$ cat src/rtl/decode_stage.sv
// ============================================================================
// decode_stage : instruction decode with RET wait, HALT and illegal detection.
// Rev 1.0 | optional: DECODE_ILLEGAL_CNT_EN adds saturating illegal counter.
// ============================================================================
`default_nettype none

module decode_stage #(
   parameter int INSTR_W = 32,
   parameter int RET_LAT = 3,
   parameter int CNT_W   = 8
) (
   input  logic               clk,
   input  logic               rst,
   input  logic               in_valid,
   output logic               in_ready,
   input  logic [INSTR_W-1:0] instruction,
   output logic               out_valid,
   input  logic               out_ready,
   input  logic               flush,
   input  logic               resume,
   output logic [1:0]         reg_file_ren,
   output logic               id_ex_data_input_sel,
   output logic [6:0]         mem_ptr_ctl,
   output logic               main_memory_enable,
   output logic               frame_buffer_enable,
   output logic               call_stack_enable,
   output logic               mem_wen,
   output logic [1:0]         reg_file_wen,
   output logic               stall_fetch,
   output logic               return_in_pipeline,
   output logic               halt,
   output logic               illegal_opcode_exception,
   output logic [CNT_W-1:0]   illegal_cnt
);

   typedef enum logic [1:0] {
      ST_RUN      = 2'd0,
      ST_RET_WAIT = 2'd1,
      ST_HALTED   = 2'd2
   } state_t;

   typedef struct packed {
      logic [1:0] ren;
      logic       imm;
      logic [6:0] ptr;
      logic       mm_en;
      logic       fb_en;
      logic       cs_en;
      logic       mem_wen;
      logic [1:0] wen;
      logic       call;
   } bundle_t;

   localparam logic [3:0] RET_LAT_C = 4'(RET_LAT);

   state_t     state_q, state_d;
   logic [3:0] ret_cnt_q, ret_cnt_d;
   logic       out_valid_q, out_valid_d;
   bundle_t    bundle_q, bundle_d;
   logic       exc_q, exc_d;

   logic [7:0] opcode;
   logic       b22, b21, b20;
   logic [1:0] ptr_sel;
   logic [6:0] ptr_post;
   bundle_t    dec_bundle;
   logic       dec_ret, dec_halt, dec_illegal;
   logic       accept, take;
   logic       unused_bits;

   assign opcode      = instruction[7:0];
   assign b22         = instruction[22];
   assign b21         = instruction[21];
   assign b20         = instruction[20];
   assign ptr_sel     = instruction[19:18];
   assign unused_bits = ^{instruction[INSTR_W-1:23], instruction[17:8]};

   // Post-increment pointer selection, shared by load and store when ptr != 0.
   always_comb begin
      ptr_post = 7'b0000000;
      if (b22) begin
         case (ptr_sel)
            2'b01:   ptr_post = 7'b0010000;
            2'b10:   ptr_post = 7'b0100000;
            2'b11:   ptr_post = 7'b1000000;
            default: ptr_post = 7'b0000000;
         endcase
      end
   end

   always_comb begin
      dec_bundle  = '0;
      dec_ret     = 1'b0;
      dec_halt    = 1'b0;
      dec_illegal = 1'b0;
      case (opcode)
         8'h00: begin
            dec_bundle = '0;
         end
         8'hBC: begin
            dec_bundle.ren = 2'b01;
            dec_bundle.imm = 1'b1;
            dec_bundle.wen = {1'b0, b21};
         end
         8'h80: begin
            dec_bundle.ren = 2'b11;
            dec_bundle.wen = {1'b0, b21};
         end
         8'h8E: begin
            dec_bundle.ren = 2'b11;
            dec_bundle.wen = {b21, b21};
         end
         8'hFB: begin
            dec_bundle.mm_en = b20;
            dec_bundle.fb_en = ~b20;
            dec_bundle.wen   = {1'b0, b21};
            dec_bundle.ptr   = (ptr_sel == 2'b00) ? 7'b0000010 : ptr_post;
         end
         8'hC4: begin
            dec_bundle.mm_en   = b20;
            dec_bundle.fb_en   = ~b20;
            dec_bundle.mem_wen = 1'b1;
            dec_bundle.ptr     = (ptr_sel == 2'b00) ? 7'b0000001 : ptr_post;
         end
         8'h42: begin
            dec_bundle.cs_en   = 1'b1;
            dec_bundle.mem_wen = 1'b1;
            dec_bundle.ptr     = 7'b0001000;
            dec_bundle.call    = 1'b1;
         end
         8'h43: begin
            dec_bundle.cs_en = 1'b1;
            dec_bundle.ptr   = 7'b0000100;
            dec_ret          = 1'b1;
         end
         8'h1F: begin
            dec_halt = 1'b1;
         end
         default: begin
            dec_illegal = 1'b1;
         end
      endcase
   end

   assign in_ready = (state_q == ST_RUN) && (!out_valid_q || out_ready);
   assign accept   = in_valid && in_ready;
   // A flush in the accept cycle drops the instruction entirely.
   assign take     = accept && !flush;

   always_comb begin
      out_valid_d = out_valid_q;
      bundle_d    = bundle_q;
      exc_d       = 1'b0;
      if (flush) begin
         out_valid_d = 1'b0;
      end else if (take) begin
         out_valid_d = 1'b1;
         bundle_d    = dec_bundle;
         exc_d       = dec_illegal;
      end else if (out_valid_q && out_ready) begin
         out_valid_d = 1'b0;
      end
   end

   always_comb begin
      state_d   = state_q;
      ret_cnt_d = ret_cnt_q;
      case (state_q)
         ST_RUN: begin
            if (take && dec_ret) begin
               state_d   = ST_RET_WAIT;
               ret_cnt_d = RET_LAT_C;
            end else if (take && dec_halt) begin
               state_d = ST_HALTED;
            end
         end
         ST_RET_WAIT: begin
            if (flush) begin
               state_d   = ST_RUN;
               ret_cnt_d = 4'd0;
            end else begin
               ret_cnt_d = ret_cnt_q - 4'd1;
               if (ret_cnt_q == 4'd1) begin
                  state_d = ST_RUN;
               end
            end
         end
         ST_HALTED: begin
            if (resume) begin
               state_d = ST_RUN;
            end
         end
         default: begin
            state_d   = ST_RUN;
            ret_cnt_d = 4'd0;
         end
      endcase
   end

   always_ff @(posedge clk) begin
      if (rst) begin
         state_q     <= ST_RUN;
         ret_cnt_q   <= 4'd0;
         out_valid_q <= 1'b0;
         bundle_q    <= '0;
         exc_q       <= 1'b0;
      end else begin
         state_q     <= state_d;
         ret_cnt_q   <= ret_cnt_d;
         out_valid_q <= out_valid_d;
         bundle_q    <= bundle_d;
         exc_q       <= exc_d;
      end
   end

`ifdef DECODE_ILLEGAL_CNT_EN
   logic [CNT_W-1:0] illegal_cnt_q, illegal_cnt_d;

   always_comb begin
      illegal_cnt_d = illegal_cnt_q;
      if (take && dec_illegal && (illegal_cnt_q != {CNT_W{1'b1}})) begin
         illegal_cnt_d = illegal_cnt_q + 1'b1;
      end
   end

   always_ff @(posedge clk) begin
      if (rst) begin
         illegal_cnt_q <= '0;
      end else begin
         illegal_cnt_q <= illegal_cnt_d;
      end
   end

   assign illegal_cnt = illegal_cnt_q;
`else
   assign illegal_cnt = '0;
`endif

   assign out_valid                = out_valid_q;
   assign reg_file_ren             = bundle_q.ren;
   assign id_ex_data_input_sel     = bundle_q.imm;
   assign mem_ptr_ctl              = bundle_q.ptr;
   assign main_memory_enable       = bundle_q.mm_en;
   assign frame_buffer_enable      = bundle_q.fb_en;
   assign call_stack_enable        = bundle_q.cs_en;
   assign mem_wen                  = bundle_q.mem_wen;
   assign reg_file_wen             = bundle_q.wen;
   assign stall_fetch              = (state_q == ST_RET_WAIT) || (out_valid_q && bundle_q.call);
   assign return_in_pipeline       = (state_q == ST_RET_WAIT);
   assign halt                     = (state_q == ST_HALTED);
   assign illegal_opcode_exception = exc_q;

endmodule

`default_nettype wire
$ cat config.mk
export PLATFORM = sky130hd
export DESIGN_NAME = decode_stage
export DESIGN_NICKNAME = d
export VERILOG_FILES = /design/src/rtl/decode_stage.sv
export SDC_FILE = /design/constraint.sdc
export NUM_CORES = 1
export LEC_CHECK = 0
export CORE_MARGIN = 2
export CORE_UTILIZATION = 41
export CTS_BUF_LIST = sky130_fd_sc_hd__clkbuf_8
export CTS_CLUSTER_SIZE = 8
export DETAILED_ROUTE_END_ITERATION = 10
export PLACE_DENSITY_LB_ADDON = 0.3
export SLEW_MARGIN = 20
export SYNTH_ARGS = -nofsm -noshare
export SYNTH_HDL_FRONTEND = slang
export SYNTH_SLANG_ARGS = --single-unit
$ cat constraint.sdc
create_clock -name clk -period 2.2 [get_ports clk]
set_input_delay 0.33 -clock clk [delete_from_list [all_inputs] [get_ports clk]]
set_output_delay 0.33 -clock clk [all_outputs]
set_load 0.01 [all_outputs]
# --- After elaboration in Yosys (flattened, before gate mapping) ---
# Index checks and enable logic that the tools add are counted.
totals:
  regBits: 25
  input_bits: 38
  output_inout_bits: 30
  wordCells: 88
op_classes:
  n_addsub: 1
  eq_ne: 18
  n_mux: 26
  bitwise: 4
  reduce_logical: 26
ops:
  columns: ["op", "n"]
  rows:
  - ["$eq A8 B8 Y1 const B", 5]
  - ["$pmux W7 S4", 1]
  - ["$mux W7", 3]
  - ["$pmux W7 S3", 1]
  - ["$eq A8 B7 Y1 const B", 2]
  - ["$mux W2", 6]
  - ["$pmux W4 S3", 1]
  - ["$reduce_or A2 Y1", 5]
  - ["$mux W1", 9]
  - ["$reduce_or A9 Y1", 1]
  - ["$eq A8 B5 Y1 const B", 1]
  - ["$logic_not A8 Y1", 1]
  - ["$mux W4", 2]
  - ["$pmux W2 S2", 2]
  - ["$logic_and A1 B1 Y1", 7]
  - ["$eq A2 B2 Y1 const B", 3]
  - ["$pmux W2 S3", 1]
  - ["$reduce_or A3 Y1", 2]
  - ["$eq A2 B1 Y1 const B", 2]
  - ["$eq A4 B1 Y1 const B", 1]
  - ["$logic_not A2 Y1", 2]
  - ["$not A1 Y1", 4]
  - ["$reduce_and A2 Y1", 2]
  - ["$sub A4 B1 Y4 const B", 1]
  - ["other kinds (8)", 10]

# --- Logic depth before layout (Yosys ltp) ---
depth:
  word_depth: 9
  mapped_depth: 5
  ltp_nobuf: 5

# --- Least setup slack after synthesis ---
# Ideal clock, no wire load.
synth_path:
  path_type: "input to register"
  startpoint: "input port instruction[3]"
  endpoint: "register bundle_q (netlist bit mem_ptr_ctl[2])"
  setup_ps: 67
  t_arrival_ps: 1603
  required_time_ps: 2133
  path_slack_ps: 529
  stages: 4
  path_buffers: 0
  path_cell_list: "or4b_4 > or2_4 > or3_4 > a21oi_2"
synth_between:
  elab_chain_len: 2
  word_cells_on_any_way: 5
  cone_classes: "eq/ne: 4; mux: 1"
synth_lines:
  columns: ["element", "line_no", "text"]
  rows:
  - ["start, declared", "16", "input logic [INSTR_W-1:0] instruction,"]
  - ["$eq A8 B7 Y1 or $eq A8 B8 Y1 (tied branches)", "96", "case (opcode)"]
  - ["$pmux W7 S4 *", "96", null]
  - ["end signal, assigned", "211", "bundle_q <= bundle_d;"]
  - ["end, declared", "59", "bundle_t bundle_q, bundle_d;"]
# Mark *: on every way between the ends. The rest lies on a longest branch, timed or not.
# A chain may end at the register's enable or synchronous reset.

# --- Worst setup path in the final report ---
layout_path:
  startpoint: "register state_q[0]"
  endpoint: "output port stall_fetch"
layout_between:
  elab_chain_len: 2
layout_lines:
  columns: ["element", "line_no", "text"]
  rows:
  - ["start, declared", "56", "state_t state_q, state_d;"]
  - ["start signal, assigned", "208", "state_q <= state_d;"]
  - ["$eq A2 B1 Y1", "248", "assign stall_fetch = (state_q == ST_RET_WAIT) || (out_valid_q && bundle_q.call);"]
  - ["$logic_or A1 B1 Y1", "248", null]
  - ["end, declared", "29", "output logic stall_fetch,"]
# Every way passes these cells.

==> impl_results.md <==
- Non-filler cells, final: 251
- Clock sink count: 25
- Area share of and/or/nand/nor cells after synthesis: 31.9%
- Core area: 0.00308 mm²
- Vias/cell: 5.08
- Largest family of logic cells by synthesized area: simple AND/OR/NAND/NOR gates
- Endpoints failing setup: 0
- Worst hold path class: flip-flop to flip-flop
- Slowest stage delay, CP: 0.52 ns
- Initial antenna violation count: 0
- CP Data Required Time: 1.87 ns
- Hold path depth: 2
- Antenna viol nets, final: 0
- Via count: 1,275
- Die ar.: 0.00375 mm²
- Reg2reg setup slack: 0.81 ns
- Maxcap violations: 0
- Final Skew: 0.00152 ns
- Fillers: 307
- EDFF count, synth: 0
- Compound-Gate Fraction of Synth Area: 14.4%
- I/O pins: 68
- Post-Synthesis Cells: 167
- DP HPWL: 2570 µm
- RR Startpoint: state_q[1]
- Synth Area in Adders: 1.86%
- Worst setup path class: flip-flop to output port
- Setup TNS: 0 ns
- CTS tree: built
- Mean Syn Cell Area: 8.05 µm²
- Register area share after synthesis: 37.2%
- Final Max Slew Viols: 0
- R2R cell count: 5
- Status: finished, final reports clean
- Clock Tree Buf Depth: 2
- Pwr Density: 475 mW/mm²
- Area grow syn2layout: 34.4%
- Die width: 61.3 µm
- Nets: 248
- Static Leak: 0.648 nW
- Number of global-route vias before repair: 1,194
- Iteration-0 DRC Markers: 41
- CP Max Fanout: 7
- H-tree Lvls: 1
- TritonCTS Buffers: 3
- Port Buf Inserts: 40
- Pin count of the biggest net entering global routing: 17
- Post-route setup slack: 0.178 ns
- Synth Register Bits: 25
- Max Fclk: 495 MHz
- ANT cells: 0
- Resize count post-CTS: 0
- Worst-path cell with the longest stage delay: clkdlybuf4s50_1
- Worst R2R End: reg_file_ren[0]
- Tmin final: 2.02 ns
- Yosys Warn Count: 0
- Hold Path End: mem_ptr_ctl[3]
- Worst Hold Slack: 0.456 ns
- Residual DRC: 0
- Routed len/inst: 12.3 µm
- Worst slew pin tran: 0.619 ns
- Final-report hold violation count: 0
- Hold buffers post-CTS: 0
- GP Congestion: 0.857
- Post-CTS setup buffer count: 0
- Worst VDD drop: 198 µV
- First-pass iteration count of the detailed router: 4
- Drt total wl: 3100 µm
- Global-route wire length before repair: 5070 µm
- Chip height: 61.3 µm
- Startpoint Class: flip-flop
- Skew-Pair Late Insertion Delay: 0.26 ns
- Part of the cycle the worst path needs: 91.9%
- RSZ-0062 raised after global routing: no
- Crit. End Element: output port
- Synthesized cell area: 0.00135 mm²
- Post-synthesis xor/xnor area fraction: 0.651%
- Starting Density: 43.7%
- Register clock-pin slew on the reported worst setup and hold paths: 0.09 ns
- Cell Chain, Critical Path: inv_1, nor2_1, a21o_1, clkdlybuf4s50_1
- Dpl ws: 0.00140 ns
- Main flop type after synthesis: dfxtp_1
- Multiplexer share of the synthesized area: 0%
- Worst path arrival time: 1.69 ns
- Global route overflow: 0
- Placed cells: 247
- Num rows: 20
- Layout cell share with drive strength beyond 1: 11.1%
- Total track usage: 17.8%
- Hold_sp: mem_ptr_ctl[3]
- Async set or reset register ratio after synthesis: 0%
- Root buf cell: clkbuf_8
- Post-synth cell types: 39
- Slew HR: 58.4%
-- cell usage after synthesis (2+ instances only) --
| cell | count | area share [%] |
|---|---|---|
| a21oi_1 | 12 | 4.5 |
| and3_1 | 2 | 0.93 |
| and4_1 | 2 | 1.3 |
| buf_4 | 19 | 11 |
| clkbuf_1 | 4 | 1.1 |
| dfxtp_1 | 25 | 37 |
| ha_1 | 2 | 1.9 |
| inv_1 | 7 | 2.0 |
| nand2_1 | 15 | 4.2 |
| nand2b_1 | 3 | 1.4 |
| nand3_1 | 8 | 3.0 |
| nand4b_1 | 2 | 1.3 |
| nor2_1 | 16 | 4.5 |
| nor3_1 | 14 | 5.2 |
| nor4_1 | 4 | 1.9 |
| o21ai_0 | 3 | 1.1 |
| o2bb2ai_1 | 5 | 3.3 |
| or3b_2 | 2 | 1.3 |
| or4_1 | 2 | 1.1 |
-- worst max path at each step --
stage                      to      startpoint  cells past startpoint  slack, ns
6_report          stall_fetch      state_q[0]                      4       0.18
5_1_grt           stall_fetch      state_q[0]                      4       0.11
4_1_cts           stall_fetch      state_q[0]                      4       0.20
3_5_place_dp     ret_cnt_q[2]  instruction[3]                      5      0.001
3_3_place_gp       state_q[0]  instruction[3]                      5       0.02
2_1_floorplan  mem_ptr_ctl[2]  instruction[3]                      4       0.53
-- per-layer routing --
metal / share of wire (%) / global-route usage [%] / vias up / routed length [µm]
met5: 0 / 0 / - / 0
met4: 1.2 / 7.14 / 0 / 36
met3: 2.7 / 0.840 / 4 / 85
met2: 49 / 30.1 / 27 / 1530
met1: 47 / 23.8 / 597 / 1450
li1: - / - / 647 / -
-- sequential cells by signal, summed over array words and instances (netlist names), 2 cells and up --
signal / flops
state_q: 2
mem_ptr_ctl: 7
reg_file_ren: 2
reg_file_wen: 2
ret_cnt_q: 4
-- where the power goes --
part | leakage [nW] | switching (mW) | internal, mW
sequential | 0.202 | 0.00315 | 0.457
combinational | 0.424 | 0.0605 | 0.0654
clock | 0.0217 | 0.143 | 0.128
-- metrics by stage --
stage	utilization [%]	power, mW	area (µm²)
after floorplan	-	0.533	1370
after global placement	57.2	0.593	1760
after detailed placement	57.2	0.597	1760
after CTS	58.7	0.865	1810
after global routing	58.7	0.886	1810
final	58.7	0.858	1810
-- final cells by class --
class	instances	area, µm²	area share [%]
repair buffers	52	490	27.1
clock buffers	3	41.3	2.28
flip-flops and latches	25	500	27.7
inverters	7	26.3	1.45
well taps	44	55.1	3.04
multi-input cells	119	687	38.0
clock inverters	1	7.51	0.415
-- worst max-delay path, delay by kind of cell, from the launching register on --
kind / cells / cell delay, ns
AOI/OAI and AO/OA: 1 / 0.12
buffers and inverters: 2 / 0.66
DFF: 1 / 0.40
and+or+nand+nor: 1 / 0.24
-- cell families after synthesis --
group           Yosys count
fa+ha+maj                 2
xor+xnor                  1
buf+inv                  30
simple gates             79
flops                    25
compound gates           29
other cells               1
-- placed cells by master, fill, tap and decap left out, drive strengths merged, types with 3 or more instances in the layout --
cell type / netlist / final
a21oi: 13 / 13
buf: 19 / 12
clkbuf: 4 / 3
clkdlybuf4s50: 0 / 40
conb: 1 / 8
dfxtp: 25 / 25
inv: 7 / 7
nand2: 15 / 15
nand2b: 3 / 3
nand3: 8 / 8
nor2: 16 / 16
nor3: 14 / 14
nor4: 4 / 4
o21ai: 3 / 3
o2bb2ai: 5 / 5
Power figures use the tool's default switching activity.
